<file path="src/rtl/xotr_phase_sequencer_if.sv">
// ============================================================================
// Module  : xotr_phase_sequencer_if
// Brief   : Single-outstanding memory request/acknowledge bus between the
//           XOTR phase sequencer (master) and the bus interface unit (slave).
// Revision: 1.0 - initial release
// ============================================================================
`default_nettype none

interface xotr_phase_sequencer_if;
    logic       mem_rd_req;
    logic       mem_wr_req;
    logic [1:0] mem_slot;
    logic       mem_ack;

    modport master (
        output mem_rd_req,
        output mem_wr_req,
        output mem_slot,
        input  mem_ack
    );

    modport slave (
        input  mem_rd_req,
        input  mem_wr_req,
        input  mem_slot,
        output mem_ack
    );
endinterface

`default_nettype wire

</file>
<file path="src/rtl/xotr_phase_sequencer.sv">
// ============================================================================
// Module  : xotr_phase_sequencer
// Brief   : Phase sequencer for ED-prefixed (XOTR) opcodes. Owns XPT/notXPT,
//           XOTR and CM1, and turns decoder R/W strobes into a req/ack cycle.
//           Optional bus watchdog: define XOTR_BUS_TIMEOUT_EN.
// Revision: 1.0 - initial release
// ============================================================================
`default_nettype none

module xotr_phase_sequencer #(
    parameter int MAX_XPT = 31,
    parameter int TIMEOUT = 15
) (
    input  wire logic       clock,
    input  wire logic       notReset,
    input  wire logic       start,
    input  wire logic       PR_Reset_XPT,
    input  wire logic       P2_Set_CM1,
    input  wire logic       P2_Reset_XOTR,
    input  wire logic [2:0] PC_R,
    input  wire logic [2:0] PC_W,
    xotr_phase_sequencer_if.master bus,
    output logic      [4:0] XPT,
    output logic      [4:0] notXPT,
    output logic            XOTR,
    output logic            CM1,
    output logic            busy,
    output logic            err
);

    typedef enum logic [1:0] {
        ST_IDLE  = 2'd0,
        ST_EXEC  = 2'd1,
        ST_READ  = 2'd2,
        ST_WRITE = 2'd3
    } state_t;

    localparam logic [4:0] c_max_xpt   = 5'(MAX_XPT);
    localparam logic [3:0] c_wait_last = 4'(TIMEOUT - 1);

    // The wait counter is 4 bits wide, so TIMEOUT must fit in 1..16.
    if (TIMEOUT < 1 || TIMEOUT > 16 || c_wait_last > 4'd15) begin : g_bad_timeout
        $error("TIMEOUT out of range");
    end
    if (MAX_XPT < 1 || MAX_XPT > 31) begin : g_bad_max_xpt
        $error("MAX_XPT out of range");
    end

    state_t     state_q,  state_d;
    logic [4:0] xpt_q,    xpt_d;
    logic [4:0] notxpt_q, notxpt_d;
    logic       xotr_q,   xotr_d;
    logic       cm1_q,    cm1_d;
    logic       rd_q,     rd_d;
    logic       wr_q,     wr_d;
    logic [1:0] slot_q,   slot_d;
    logic       busy_q,   busy_d;
    logic       err_q,    err_d;
`ifdef XOTR_BUS_TIMEOUT_EN
    logic [3:0] wait_q,   wait_d;
`endif
    logic       fault;
    logic       r_multi;
    logic       w_multi;
    logic [1:0] strobe_idx;

    assign r_multi    = (PC_R & (PC_R - 3'd1)) != 3'd0;
    assign w_multi    = (PC_W & (PC_W - 3'd1)) != 3'd0;
    assign strobe_idx = ((PC_R[1] | PC_W[1]) ? 2'd1 : 2'd0)
                      | ((PC_R[2] | PC_W[2]) ? 2'd2 : 2'd0);

    always_comb begin
        state_d = state_q;
        xpt_d   = xpt_q;
        xotr_d  = xotr_q;
        cm1_d   = cm1_q;
        rd_d    = rd_q;
        wr_d    = wr_q;
        slot_d  = slot_q;
        err_d   = err_q;
        fault   = 1'b0;
`ifdef XOTR_BUS_TIMEOUT_EN
        wait_d  = wait_q;
`endif
        case (state_q)
            ST_IDLE: begin
                if (start) begin
                    state_d = ST_EXEC;
                    xpt_d   = 5'd0;
                    xotr_d  = 1'b1;
                    cm1_d   = 1'b0;
                end
            end
            ST_EXEC: begin
                if (PR_Reset_XPT) begin
                    state_d = ST_IDLE;
                    xpt_d   = 5'd0;
                    if (P2_Reset_XOTR) xotr_d = 1'b0;
                    if (P2_Set_CM1)    cm1_d  = 1'b1;
                end else if (r_multi || w_multi || (PC_R != 3'd0 && PC_W != 3'd0)) begin
                    fault = 1'b1;
                end else if (PC_R != 3'd0 || PC_W != 3'd0) begin
                    state_d = (PC_R != 3'd0) ? ST_READ : ST_WRITE;
                    rd_d    = (PC_R != 3'd0);
                    wr_d    = (PC_W != 3'd0);
                    slot_d  = strobe_idx;
`ifdef XOTR_BUS_TIMEOUT_EN
                    wait_d  = 4'd0;
`endif
                end else if (xpt_q == c_max_xpt) begin
                    fault = 1'b1;
                end else begin
                    xpt_d = xpt_q + 5'd1;
                end
            end
            default: begin
                // Bus cycle in flight: XPT frozen, decoder strobes ignored.
                if (bus.mem_ack) begin
                    state_d = ST_EXEC;
                    rd_d    = 1'b0;
                    wr_d    = 1'b0;
                    xpt_d   = xpt_q + 5'd1;
`ifdef XOTR_BUS_TIMEOUT_EN
                end else if (wait_q == c_wait_last) begin
                    fault  = 1'b1;
                end else begin
                    wait_d = wait_q + 4'd1;
`endif
                end
            end
        endcase

        if (fault) begin
            state_d = ST_IDLE;
            err_d   = 1'b1;
            xpt_d   = 5'd0;
            xotr_d  = 1'b0;
            cm1_d   = 1'b1;
            rd_d    = 1'b0;
            wr_d    = 1'b0;
        end

        notxpt_d = ~xpt_d;
        busy_d   = (state_d != ST_IDLE);
    end

    always_ff @(posedge clock) begin
        if (!notReset) begin
            state_q  <= ST_IDLE;
            xpt_q    <= 5'd0;
            notxpt_q <= 5'h1F;
            xotr_q   <= 1'b0;
            cm1_q    <= 1'b1;
            rd_q     <= 1'b0;
            wr_q     <= 1'b0;
            slot_q   <= 2'd0;
            busy_q   <= 1'b0;
            err_q    <= 1'b0;
`ifdef XOTR_BUS_TIMEOUT_EN
            wait_q   <= 4'd0;
`endif
        end else begin
            state_q  <= state_d;
            xpt_q    <= xpt_d;
            notxpt_q <= notxpt_d;
            xotr_q   <= xotr_d;
            cm1_q    <= cm1_d;
            rd_q     <= rd_d;
            wr_q     <= wr_d;
            slot_q   <= slot_d;
            busy_q   <= busy_d;
            err_q    <= err_d;
`ifdef XOTR_BUS_TIMEOUT_EN
            wait_q   <= wait_d;
`endif
        end
    end

    assign XPT            = xpt_q;
    assign notXPT         = notxpt_q;
    assign XOTR           = xotr_q;
    assign CM1            = cm1_q;
    assign busy           = busy_q;
    assign err            = err_q;
    assign bus.mem_rd_req = rd_q;
    assign bus.mem_wr_req = wr_q;
    assign bus.mem_slot   = slot_q;

endmodule

`default_nettype wire

</file>
<file path="src/flat_wrapper.sv">
// flat-port wrapper written by rule: the top's interface ports become plain ports
module xotr_phase_sequencer_flat 
#(
    parameter int MAX_XPT = 31,
    parameter int TIMEOUT = 15
)
  (clock, notReset, start, PR_Reset_XPT, P2_Set_CM1, P2_Reset_XOTR, PC_R, PC_W, XPT, notXPT, XOTR, CM1, busy, err, bus_mem_rd_req, bus_mem_wr_req, bus_mem_slot, bus_mem_ack);
  xotr_phase_sequencer_if bus_i ();
  input  wire logic clock;
  input  wire logic notReset;
  input  wire logic start;
  input  wire logic PR_Reset_XPT;
  input  wire logic P2_Set_CM1;
  input  wire logic P2_Reset_XOTR;
  input  wire logic [2:0] PC_R;
  input  wire logic [2:0] PC_W;
  output logic      [4:0] XPT;
  output logic      [4:0] notXPT;
  output logic XOTR;
  output logic CM1;
  output logic busy;
  output logic err;
  output wire logic [$bits(bus_i.mem_rd_req)-1:0] bus_mem_rd_req;
  output wire logic [$bits(bus_i.mem_wr_req)-1:0] bus_mem_wr_req;
  output wire logic [$bits(bus_i.mem_slot)-1:0] bus_mem_slot;
  input wire logic [$bits(bus_i.mem_ack)-1:0] bus_mem_ack;
  assign bus_mem_rd_req = bus_i.mem_rd_req;
  assign bus_mem_wr_req = bus_i.mem_wr_req;
  assign bus_mem_slot = bus_i.mem_slot;
  assign bus_i.mem_ack = bus_mem_ack;
  xotr_phase_sequencer #(.MAX_XPT(MAX_XPT), .TIMEOUT(TIMEOUT)) u_core (.clock(clock), .notReset(notReset), .start(start), .PR_Reset_XPT(PR_Reset_XPT), .P2_Set_CM1(P2_Set_CM1), .P2_Reset_XOTR(P2_Reset_XOTR), .PC_R(PC_R), .PC_W(PC_W), .bus(bus_i), .XPT(XPT), .notXPT(notXPT), .XOTR(XOTR), .CM1(CM1), .busy(busy), .err(err));
endmodule
</file>
<file path="config.mk">
export PLATFORM = sky130hd
export DESIGN_NAME = xotr_phase_sequencer_flat
export DESIGN_NICKNAME = d
export VERILOG_FILES = /design/src/rtl/xotr_phase_sequencer_if.sv /design/src/rtl/xotr_phase_sequencer.sv /design/src/flat_wrapper.sv
export SDC_FILE = /design/constraint.sdc
export NUM_CORES = 1
export LEC_CHECK = 0
export BUFFER_PORTS_ARGS = -buffer_cell sky130_fd_sc_hd__buf_4
export CAP_MARGIN = 10
export CORE_MARGIN = 3
export CORE_UTILIZATION = 38
export DETAILED_ROUTE_END_ITERATION = 12
export SLEW_MARGIN = 20
export SYNTH_ARGS = -nofsm -noshare
export SYNTH_HDL_FRONTEND = slang
export SYNTH_SLANG_ARGS = --single-unit
</file>
<file path="constraint.sdc">
create_clock -name clock -period 5.4 [get_ports clock]
set_clock_uncertainty 0.1 [all_clocks]
set_input_delay 0.81 -clock clock [delete_from_list [all_inputs] [get_ports clock]]
set_output_delay 0.81 -clock clock [all_outputs]
set_load 0.1 [all_outputs]
</file>
==> impl_results.md <==
- Status: finished clean
- Flop2flop setup slack: approximately 3 ns
- Yosys top cell area share: 36.08%
- DRT Pass-1 Iters: 4
- Synth-to-Final Area Change: 25.37%
- Clock Pin Slew Worst Setup and Hold Paths: between 0.1 and 0.15 ns
- CTS H-tree lvls: 1
- Congestion Overflow GR: 0
- Tmin final: 2.395 ns
- Crit path DAT: roughly 2.5 ns
- Worst path required time: about 5.5 ns
- Max Slew Vio Count: 0
- Max VDD drop: just over 0.2 mV
- Antenna Violating Nets Remaining: 0
- CTS Hold Bufs: 0
- Longest Clk Path Bufs: 2
- Gate Count Post-Synth: 138
- Yosys top cell by area: dfxtp_1
- Nets@finish: 182
- Final instance area: between 1000 and 1500 sq um
- Wire length per cell: 13.93 um
- Power per cell area: approximately 250 nW/um^2
- Unique masters post-synth: 35
- Synth top area cells: dfxtp_1, a21oi_1, nand2_1
- Via count: 1,100
- Post-layout util: between 50% and 60%
- Post-synth EDFFs: 0
- Global-route usage over all layers: around 18%
- Setup TNS: 0 ns
- Clk sink count: 20
- Most common library cells after synthesis: dfxtp_1, nand2_1, nor2_1
- ANT cells: 0
- Maxcap violations: 0
- Async SR Flop Fraction: 0%
- Mux cell area share after synthesis: under 10%
- Reg2reg path depth: 9
- Dpl cell area: 1339 sq um
- Most used DFF post-synth: dfxtp_1
- IO Pins: 31
- Largest net degree at the start of global routing: 18
- Die width: about 60 um
- Worst reg2reg path endpoint: u_core.notXPT[1]
- #FFs+latches synth: 20
- Met3 Resource Use GR: 3.024%
- DRC violations left: 0
- CP Launch Point: u_core.XPT[0]
- Post-DP HPWL: around 2100 um
- 1st-iter DRT viols: 50
- GR Layer Usage met1: between 20% and 30%
- Initial antenna violation count: 0
- TritonCTS Buffers: 3
- Buffers added on ports: 30
- Root Buffer Master: clkbuf_4
- RSZ-0062 raised after global routing: false
- Gp weighted congestion: 0.7983
- Mapped Nets: about 150
- Synth Warn #: 0
- Seq/Total Area, Yosys: ~36%
- Cell with the most instances after synthesis: dfxtp_1
- Global route hottest layer: met2
- Post-synthesis compound-gate area fraction: 27.28%
- Final hold slack: roughly 0.36 ns
- Worst-path fanout max: 6
- Worst skew pair latency: between 0.3 and 0.4 ns
- Crit-path max cell delay: roughly 0.42 ns
- FILL cells: 255
- Adder-cell area share of the yosys netlist: under 10%
- Vias/cell: 5.641
- Avg Inst Size Synth: between 8 and 9 sq um
- Leak Pwr: 0.5675 nW
- Crit. End Element: flop
- Core area: approximately 2600 sq um
- Slew @ Worst Pin: around 0.55 ns
- CP max stage cell: nor3_1
- Largest family of logic cells by synthesized area: compound AO/OA/AOI/OAI gates
- Post-Synth XOR/XNOR Area: 4.735%
- Grt met2 use: between 20 and 30%
- Slew HR: 63.52%
- Worst path cell trace: ha_1 > nand3_1 > inv_1 > ha_1 > nor3_1 > nand2_1 > nand2_1 > a21oi_1 > o311ai_0
- Startpoint Class: flop
- Vias in the first global route: just over 1,000
- Initial core utilization: 42.12%
- Setup bufs post-CTS: 0
- Resized cells post-CTS: 0
- Area used by multi-input combinational logic: between 600 and 700 sq um
- Period utilization: about 44%
- CTS tree: done
- Rows: 18
- Worst hold path class: reg2reg
- DIE HEIGHT: 60.04 um
- Share of cells above drive strength 1: about a quarter
- Final setup vio count: 0
- Area occupied by registers: ~400 sq um
- Mapped Area: approximately 1100 sq um
- Setup CP Type: reg2reg
- Area of the die: 3605 sq um
- Max Clk Rate: between 400 and 500 MHz
- Global-route wire length before repair: slightly below 5000 um
- CP Capture Point: u_core.notXPT[1]
- RR Startpoint: u_core.XPT[0]
- Final Hold Vio Count: 0
- Final wirelength: 2717 um
- Simple-Gate Fraction of Synth Area: about 22%
-- worst max-delay path: cells and delay by family (launching register included) --
kind                     cells  cell delay [ns]
AND/OR/NAND/NOR              4             0.84
adder cells (fa/ha/maj)      2             0.47
AO/OA/AOI/OAI                2             0.44
flip-flops                   1             0.39
buffers and inverters        1             0.06
-- where the power goes --
group | switching (mW) | total (mW) | internal, mW | leakage, nW
Combinational | 0.0480 | 0.0671 | 0.0192 | 0.377
Clock | 0.0497 | 0.125 | 0.0751 | 0.0279
Sequential | 0.00376 | 0.155 | 0.152 | 0.163
-- stage by stage --
stage / setup WS (ns) / power [mW] / std cells
floorplan: 2.791 / 0.2057 / 138
global placement: 2.899 / 0.2254 / 191
detailed placement: 2.816 / 0.2262 / 191
CTS: 3.009 / 0.3501 / 195
global route: 2.687 / 0.3610 / 195
finish: 3.005 / 0.3475 / 195
-- metal layers --
layer,share of wire [%],vias up,wire length [um]
met5,0,-,0
met4,1.9,0,51
met3,5.6,5,151
met2,46,37,1248
met1,47,501,1265
li1,-,557,-
-- layout by cell type (no fill, tap or decap), types with 5 or more instances in the layout --
| master | instances |
|---|---|
| buf_4 | 30 |
| dfxtp_1 | 20 |
| nand2_1 | 15 |
| nor2_1 | 14 |
| a21oi_1 | 12 |
| o21ai_0 | 10 |
| nand3_1 | 6 |
| nor3_1 | 6 |
| xor2_1 | 5 |
| o211ai_1 | 5 |
-- flip-flops by register name, summed over array words and instances, names as in the netlist --
register	cells
u_core.CM1	1
u_core.bus.mem_rd_req	1
u_core.XPT	5
u_core.bus.mem_slot	2
u_core.XOTR	1
u_core.err	1
u_core.busy	1
u_core.state_q	2
u_core.notXPT	5
u_core.bus.mem_wr_req	1
-- cell type report --
| cell class | instances | area share, % |
|---|---|---|
| clock inverters | 1 | 2.158 |
| well taps | 30 | 2.698 |
| inverters | 4 | 1.079 |
| clock buffers | 3 | 1.619 |
| repair buffers | 30 | 16.19 |
| flip-flops and latches | 20 | 28.78 |
| multi-input cells | 107 | 47.48 |
-- cell families (layout without fill, tap and decap cells) --
kind of cell / after synthesis / in the layout
XOR/XNOR: 6 / 6
flip-flops: 20 / 20
AND/OR/NAND/NOR: 51 / 51
multiplexers: 2 / 2
buffers and inverters: 11 / 38
adder cells (fa/ha/maj): 3 / 3
AO/OA/AOI/OAI: 45 / 45
-- worst min-delay path by stage --
stage | from | endpoint | slack (ns) | cells after the start
floorplan | u_core.state_q[0] | u_core.state_q[0] | 0.53 | 3
global placement | u_core.bus.mem_slot[0] | u_core.bus.mem_slot[0] | 0.35 | 2
detailed placement | u_core.bus.mem_slot[1] | u_core.bus.mem_slot[1] | 0.35 | 2
CTS | u_core.bus.mem_slot[1] | u_core.bus.mem_slot[1] | 0.37 | 2
global route | u_core.bus.mem_slot[1] | u_core.bus.mem_slot[1] | 0.38 | 2
finish | u_core.bus.mem_slot[1] | u_core.bus.mem_slot[1] | 0.36 | 2
Power figures use the tool's default switching activity.
